<file path="config.mk">
export PLATFORM = sky130hd
export DESIGN_NAME = gate_bank_pipe
export DESIGN_NICKNAME = d
export VERILOG_FILES = /design/src/rtl/gate_bank_pipe.sv
export SDC_FILE = /design/constraint.sdc
export NUM_CORES = 1
export LEC_CHECK = 0
export BUFFER_PORTS_ARGS = -buffer_cell sky130_fd_sc_hd__buf_2
export CAP_MARGIN = 20
export CORE_MARGIN = 8
export CORE_UTILIZATION = 55
export CTS_CLUSTER_SIZE = 28
export DETAILED_ROUTE_END_ITERATION = 7
export MAX_ROUTING_LAYER = met4
export PLACE_DENSITY = 0.95
export SYNTH_ARGS = -nofsm -noshare
export SYNTH_HDL_FRONTEND = slang
export SYNTH_SLANG_ARGS = --single-unit
</file>
<file path="constraint.sdc">
create_clock -name clk -period 3.8 [get_ports clk]
set_input_delay 0.57 -clock clk [delete_from_list [all_inputs] [get_ports clk]]
set_output_delay 0.57 -clock clk [all_outputs]
set_load 0.1 [all_outputs]
</file>
<file path="src/rtl/gate_bank_pipe.sv">
// Bank of per-channel reduction gates with wand/wor resolution, contention flag
// and a DEPTH-stage elastic valid/ready pipeline with a saturating conflict counter.
module gate_bank_pipe #(
   parameter int CHANNELS = 4,
   parameter int WIDTH    = 8,
   parameter int DEPTH    = 2,
   parameter int CNT_W    = 16
) (
   input  logic                      clk,
   input  logic                      rst,
   input  logic                      in_valid,
   output logic                      in_ready,
   input  logic [CHANNELS*WIDTH-1:0] in_data,
   input  logic [CHANNELS*2-1:0]     in_mode,
   input  logic                      res_mode,
   output logic                      out_valid,
   input  logic                      out_ready,
   output logic [CHANNELS-1:0]       out_bits,
   output logic                      out_resolved,
   output logic                      out_conflict,
   input  logic                      clr_count,
   output logic [CNT_W-1:0]          conflict_count
);

   typedef enum logic [1:0] {
      MODE_AND = 2'b00,
      MODE_OR  = 2'b01,
      MODE_XOR = 2'b10,
      MODE_NOR = 2'b11
   } gate_mode_e;

   logic [CHANNELS-1:0]             s1_bits;
   logic                            s1_res;
   logic                            s1_conf;
   logic [WIDTH-1:0]                word;

   logic [DEPTH:1]                  v;
   logic [DEPTH:1]                  en;
   logic [DEPTH:1]                  res_q;
   logic [DEPTH:1]                  conf_q;
   logic [DEPTH:1][CHANNELS-1:0]    bits_q;
   logic [CNT_W-1:0]                cnt;
   logic                            acc;

   always_comb begin
      s1_bits = '0;
      word    = '0;
      for (int unsigned c = 0; c < CHANNELS; c++) begin
         word = in_data[c*WIDTH +: WIDTH];
         unique case (gate_mode_e'(in_mode[c*2 +: 2]))
            MODE_AND: s1_bits[c] = &word;
            MODE_OR:  s1_bits[c] = |word;
            MODE_XOR: s1_bits[c] = ^word;
            MODE_NOR: s1_bits[c] = ~|word;
         endcase
      end
      s1_res  = res_mode ? |s1_bits : &s1_bits;
      s1_conf = (|s1_bits) & ~(&s1_bits);
   end

   // A stage may load when it is empty or its word leaves this cycle; the
   // chain is folded back from the output so a stall ripples up in one cycle.
   always_comb begin
      en         = '0;
      acc        = ~v[DEPTH] | out_ready;
      en[DEPTH]  = acc;
      for (int unsigned k = int'(DEPTH) - 1; k >= 1; k--) begin
         acc   = ~v[k] | acc;
         en[k] = acc;
      end
   end

   always_ff @(posedge clk or posedge rst) begin
      if (rst) begin
         v      <= '0;
         res_q  <= '0;
         conf_q <= '0;
         bits_q <= '0;
      end else begin
         if (en[1]) begin
            v[1]      <= in_valid;
            bits_q[1] <= s1_bits;
            res_q[1]  <= s1_res;
            conf_q[1] <= s1_conf;
         end
         for (int unsigned k = 2; k <= DEPTH; k++) begin
            if (en[k]) begin
               v[k]      <= v[k-1];
               bits_q[k] <= bits_q[k-1];
               res_q[k]  <= res_q[k-1];
               conf_q[k] <= conf_q[k-1];
            end
         end
      end
   end

   always_ff @(posedge clk or posedge rst) begin
      if (rst) begin
         cnt <= '0;
      end else if (clr_count) begin
         cnt <= '0;
      end else if (v[DEPTH] & out_ready & conf_q[DEPTH] & ~(&cnt)) begin
         cnt <= cnt + 1'b1;
      end
   end

   assign in_ready       = en[1];
   assign out_valid      = v[DEPTH];
   assign out_bits       = bits_q[DEPTH];
   assign out_resolved   = res_q[DEPTH];
   assign out_conflict   = conf_q[DEPTH];
   assign conflict_count = cnt;

endmodule

</file>
# After elaboration in Yosys (flattened, before gate mapping)
# Cells that the tools add are included.
# word_totals
reg_bits	30
latch_bits	0
input_bits	46
out_inout_bits	24
n_memories	0
mem_bits_ro	0
elab_cells	63
ram_bits	0
# classes
shifts	0
div_mod_pow	0
magnitude_cmp	0
n_mux	7
reduce_logical	24
n_bitwise	10
mul	0
n_addsub	1
eq_ne	12
# ops
op	n
$mux W16	2
$reduce_and A8 Y1	4
$reduce_or A8 Y1	4
$reduce_xor A8 Y1	4
$add A16 B1 Y16 const B	1
$eq A2 B2 Y1 const B	8
$pmux W1 S4	4
$reduce_and A16 Y1	1
$eq A2 B1 Y1 const B	4
$logic_not A2 Y1	4
$and A1 B1 Y1	4
$logic_not A1 Y1	4
$not A1 Y1	4
$reduce_and A4 Y1	1
$reduce_or A4 Y1	1
$or A1 B1 Y1	2
$reduce_bool A2 Y1	1
$mux W1	1

# Longest topological paths before layout
# depth
ltp_word	6
depth_mapped	8
ltp_nobuf	8

# Least setup slack after synthesis
# No wires, ideal clock.
# synth_timing
path_kind	reg-to-output
start	register v[2] (netlist bit)
end	output port in_ready
slack_ps	940
stages_incl_launch_ff	5
arrival_ps	2290
path_buffers	1
required_ps	3230
cell_sequence	dfrtp_1 > nand2b_1 > clkbuf_1 > nor2_1 > clkinv_1
# synth_via
elab_chain_cells	3
# synth_rtl
item	line_no	text
from (decl)	37	logic [DEPTH:1] v;
from (signal, indexed assignment)	88	v[k] <= v[k-1];
$not A1 Y1	65	acc = ~v[DEPTH] | out_ready;
$or A1 B1 Y1	65	
$or A1 B1 Y1	68	acc = ~v[k] | acc;
to (decl)	12	output logic in_ready,
# No other way between the ends.

# Final worst setup path
# layout_timing
start	input port out_ready
end	output port in_ready
# layout_via
elab_chain_cells	2
# layout_rtl
item	line_no	text
from (decl)	17	input logic out_ready,
$or A1 B1 Y1	65	
$or A1 B1 Y1	68	
# No other way between the ends.

==> out/summary.md <==
In the global route stage, met3 resource usage came out at 5.19%. The logs give 0 for the post-cts hold buffer count and 0 for the residual DRC count. Wires add up to 4880 um.

The area growth from synthesis to layout works out to 21.3%. Input and output buffers added on the ports amount to 69. The buffer type at the clock tree root is sky130_fd_sc_hd__clkbuf_8. The max-slew violation count was 0; the met2 layer usage reported by global route was 31.2%. The worst IR drop on VDD is 0.147 mV, and the share of synthesized cell area in and, or, nand and nor gates is 16.6%. The total of warnings raised by yosys is 0. The standby leakage power was 1.49 nW; the stage delay of the slowest cell on the critical path was 0.37 ns. The die covers 6290 um2.

The final layout contains 389 nets. In this run the tightest slew margin relative to its limit is 67.1%. Wire length per cell after detailed routing: 13.6 um.

For the count of buffers added by post-CTS timing repair for setup, the log shows 0. Fill cells in the final layout number 306. Setup repair after global routing left no endpoint under its margin. The number of global-route vias before repair was 2096; the share of the synthesized area in compound gates (AO/OA/AOI/OAI) was 7.20%. In the synthesized netlist the async set-or-reset flop fraction comes to 100%.

Entering global routing, the biggest net connects 31 pins. In the synthesized netlist, mux cells make up 4.42% of the area. The dominant combinational cell family by area after synthesis is adder cells. The detailed router placed 1882 vias in this run. For this run, the top clock speed supported by timing is 391 MHz. The clock tree synthesis step divided the H-tree into 2 levels. The die height is 79.3 um, and the arrival time at the worst endpoint is 1.99 ns. After legalization and detailed placement, the total HPWL measured 4160 um. The share of total power dissipated in the clock network is 24.5%. Counting flops with a built-in enable in the synthesized netlist gives 0. Across the routed clock network, the largest skew measured is 0.00406 ns. The number of antenna violations at the first check in global routing came out at 0.

At the worst endpoint, the required time is 3.23 ns. Kind of critical path: input port to output port. Across every metal layer, demand over resource in global routing totals 17.2%.

The worst setup path is captured at an output port. The number of antenna diodes in the final layout is 0. For the area of the core region, the log shows 3940 um2.

Sorting the synthesized cells by area gives the leading types as sky130_fd_sc_hd__dfrtp_1 34%, sky130_fd_sc_hd__ha_1 19%, sky130_fd_sc_hd__inv_1 6.6%. Global routing used 17.4% of the available met1 tracks. The cell count after synthesis came out at 240.

The analysis attributes to net switching a power of 0.372 mW. The tools report the post-layout instance area as 2680 um2. Counting every net in the synthesized netlist gives 319. The logs give 0 for the total global routing overflow and 67.9% for the post-layout utilization of the core. TritonCTS built the clock tree. Across the run, the number of max-cap violations was 0. The number of buffers and inverters on the critical path is 3.

For the starting density of the core, the log shows 56.0%. met2 is the most crowded layer. The clock net in this run drives a total of 30 sinks. Subtracting the final worst setup slack from the clock period gives 2.56 ns. In this run the deepest clock path goes through 2 buffers. Number of endpoints with negative hold slack in the final report: 0. In the routed layout, each cell is associated on average with a via count of 5.23.

The adder-cell share of the synthesized area is 18.7%, and the first-pass iteration count of the detailed router is 4. The switching portion of total power came out at 39.1%. Clock-pin slew was measured on the worst setup and hold paths at 0.06 ns.

The clock reaches the later pin of the worst-skew pair after 0.28 ns. The synthesized area per cell was 9.19 um2. The min-delay analysis places its worst path in the category input port to asynchronous set/reset pin.

The unique cell type count in the Yosys netlist is 35. The share of the synthesized netlist area taken by xor and xnor gates is 10.3%. Walking the worst path, the cells encountered are buf_2 > nand2b_1 > nor2_1 > clkinv_1 > buf_2. The cell that appears most often on the critical path is sky130_fd_sc_hd__buf_2. The flow ran to the end, and the final reports show no timing, DRC or antenna violations. During I/O placement, the number of pins put on the boundary was 70. The share of total power dissipated in combinational logic is 36.6%.

In the final layout, the share of cells above drive strength 1 is 27.7%. The synthesized area came out at 2210 um2. At the end of routability-driven placement, the weighted congestion stood at 0.817.

After clock tree synthesis, the repair step resized 0 gates. Among all stages on the critical path, the largest delay is contributed by sky130_fd_sc_hd__buf_2. The largest fanout of any net on the critical path was 9. In this run, the number of DRC markers left after iteration 0 of detailed routing was 80.

The sequential share of power came out at 38.9%. The number of clock buffers inserted by TritonCTS is 5. The library cell occupying the most area in the post-synthesis netlist was sky130_fd_sc_hd__dfrtp_1. After layout, the worst path uses 67.3% of the clock period. The run gives 2570 um2 as the area after detailed placement. The area share of the largest cell type after synthesis was 34.0%; the global-route wire length before repair was 8670 um. The register area share after synthesis was 34.0%.

For the final routed database, the setup TNS stands at 0 ns. The run gives 23 as the number of rows created at floorplan. For the remaining antenna violation count, the log shows 0. The area used by multi-input combinational logic came out at 1260 um2. Among cell families on the critical path, the largest total delay comes from buffers and inverters.

The power density over cell area came out at 355 nW/um2. The most used flip-flop cell after synthesis was sky130_fd_sc_hd__dfrtp_1. The run gives 0 as the total of endpoints with negative setup slack in the final report. Internal power comes to 0.579 mW.

Registers take 751 um2. The x dimension of the die works out to 79.3 um. The tools report the category of the worst setup path launch point as an input port.

At the pin with the least slew margin, the transition time is 0.496 ns. The number of flip-flops and latches in the synthesized netlist is 30.
==> path summary, 6_finish.rpt <==
path	from	to	slack, ns	cells past startpoint
max	out_ready	in_ready	1.24	5
min	rst	conflict_count[2]	0.30	2
max reg2reg	conflict_count[4]	conflict_count[9]	2.05	6
min reg2reg	v[1]	v[2]	0.45	2
max in group asynchronous	rst	bits_q[0]	3.05	3
min in group clk	v[1]	v[2]	0.45	2
==> stage by stage <==
step / hold WS, ns / std cells / total power [mW] / setup slack, ns
finish: 0.297 / 360 / 0.950 / 1.24
global route: 0.326 / 360 / 1.01 / 1.05
CTS: 0.455 / 359 / 0.959 / 1.24
detailed placement: 0.441 / 352 / 0.723 / 1.24
global placement: 0.431 / 352 / 0.710 / 1.29
floorplan: 0.415 / 240 / 0.655 / 0.940
==> state kept, by name, indices dropped and copies added (netlist names) <==
name	count
conflict_count	16
bits_q	4
out_bits	4
conf_q	2
res_q	2
v	2
==> layout make-up <==
cell class                 instances  area share (%)
clock buffer                       7            2.85
inverter                          40            5.61
multi-input combinational        163            47.2
sequential                        30            28.1
tap                               50            2.34
timing repair buffer              70            13.9
==> power by group through the flow <==
stage,clock (mW),sequential [mW],combinational (mW)
after floorplan,0,0.435,0.220
after global placement,0,0.374,0.336
after detailed placement,0,0.376,0.348
after CTS,0.240,0.370,0.348
after global routing,0.260,0.374,0.377
final,0.233,0.369,0.348
==> kinds of logic (layout without fill, tap and decap cells) <==
kind of cell | Yosys count | after routing
AOI/OAI and AO/OA | 23 | 23
muxes | 9 | 9
buffers and inverters | 47 | 117
xor gates and xnor gates | 26 | 26
DFF | 30 | 30
adders and majority gates | 33 | 33
and+or+nand+nor | 72 | 72
==> layout by cell type (no fill, tap or decap), types with 2 or more instances in the layout <==
cell,count
sky130_fd_sc_hd__nand2b_1,4
sky130_fd_sc_hd__xor2_1,13
sky130_fd_sc_hd__mux2i_1,3
sky130_fd_sc_hd__a21oi_1,7
sky130_fd_sc_hd__buf_2,69
sky130_fd_sc_hd__xnor2_1,13
sky130_fd_sc_hd__o21ai_0,5
sky130_fd_sc_hd__nand2_1,11
sky130_fd_sc_hd__or2_2,2
sky130_fd_sc_hd__nand3_1,5
sky130_fd_sc_hd__or3_1,4
sky130_fd_sc_hd__dfrtp_1,30
sky130_fd_sc_hd__inv_1,39
sky130_fd_sc_hd__nor2_1,23
sky130_fd_sc_hd__nor3_1,2
sky130_fd_sc_hd__and4_1,4
sky130_fd_sc_hd__clkbuf_1,2
sky130_fd_sc_hd__ha_1,33
sky130_fd_sc_hd__and3_1,5
sky130_fd_sc_hd__mux2_2,6
sky130_fd_sc_hd__nand4_1,11
sky130_fd_sc_hd__clkbuf_8,5
==> cell usage after synthesis (2+ instances only) <==
master	count
sky130_fd_sc_hd__nor3_1	2
sky130_fd_sc_hd__o21ai_0	5
sky130_fd_sc_hd__nand3_1	5
sky130_fd_sc_hd__and4_1	4
sky130_fd_sc_hd__mux2_2	6
sky130_fd_sc_hd__dfrtp_1	30
sky130_fd_sc_hd__buf_4	4
sky130_fd_sc_hd__nand2b_1	4
sky130_fd_sc_hd__ha_1	33
sky130_fd_sc_hd__mux2i_1	3
sky130_fd_sc_hd__or3_1	4
sky130_fd_sc_hd__nand2_1	11
sky130_fd_sc_hd__xnor2_1	13
sky130_fd_sc_hd__nor2_1	23
sky130_fd_sc_hd__a21oi_1	7
sky130_fd_sc_hd__inv_1	39
sky130_fd_sc_hd__clkbuf_1	2
sky130_fd_sc_hd__and3_1	5
sky130_fd_sc_hd__nand4_1	11
sky130_fd_sc_hd__xor2_1	13
sky130_fd_sc_hd__or2_2	2
==> per-layer routing <==
metal | vias to the layer above | wire, um | part of all wire (%)
li1 | 924 | - | -
met1 | 885 | 1940 | 40
met2 | 63 | 2510 | 51
met3 | 10 | 357 | 7.3
met4 | 0 | 78 | 1.6
met5 | - | 0 | 0
(Power assumes the default switching activity.)
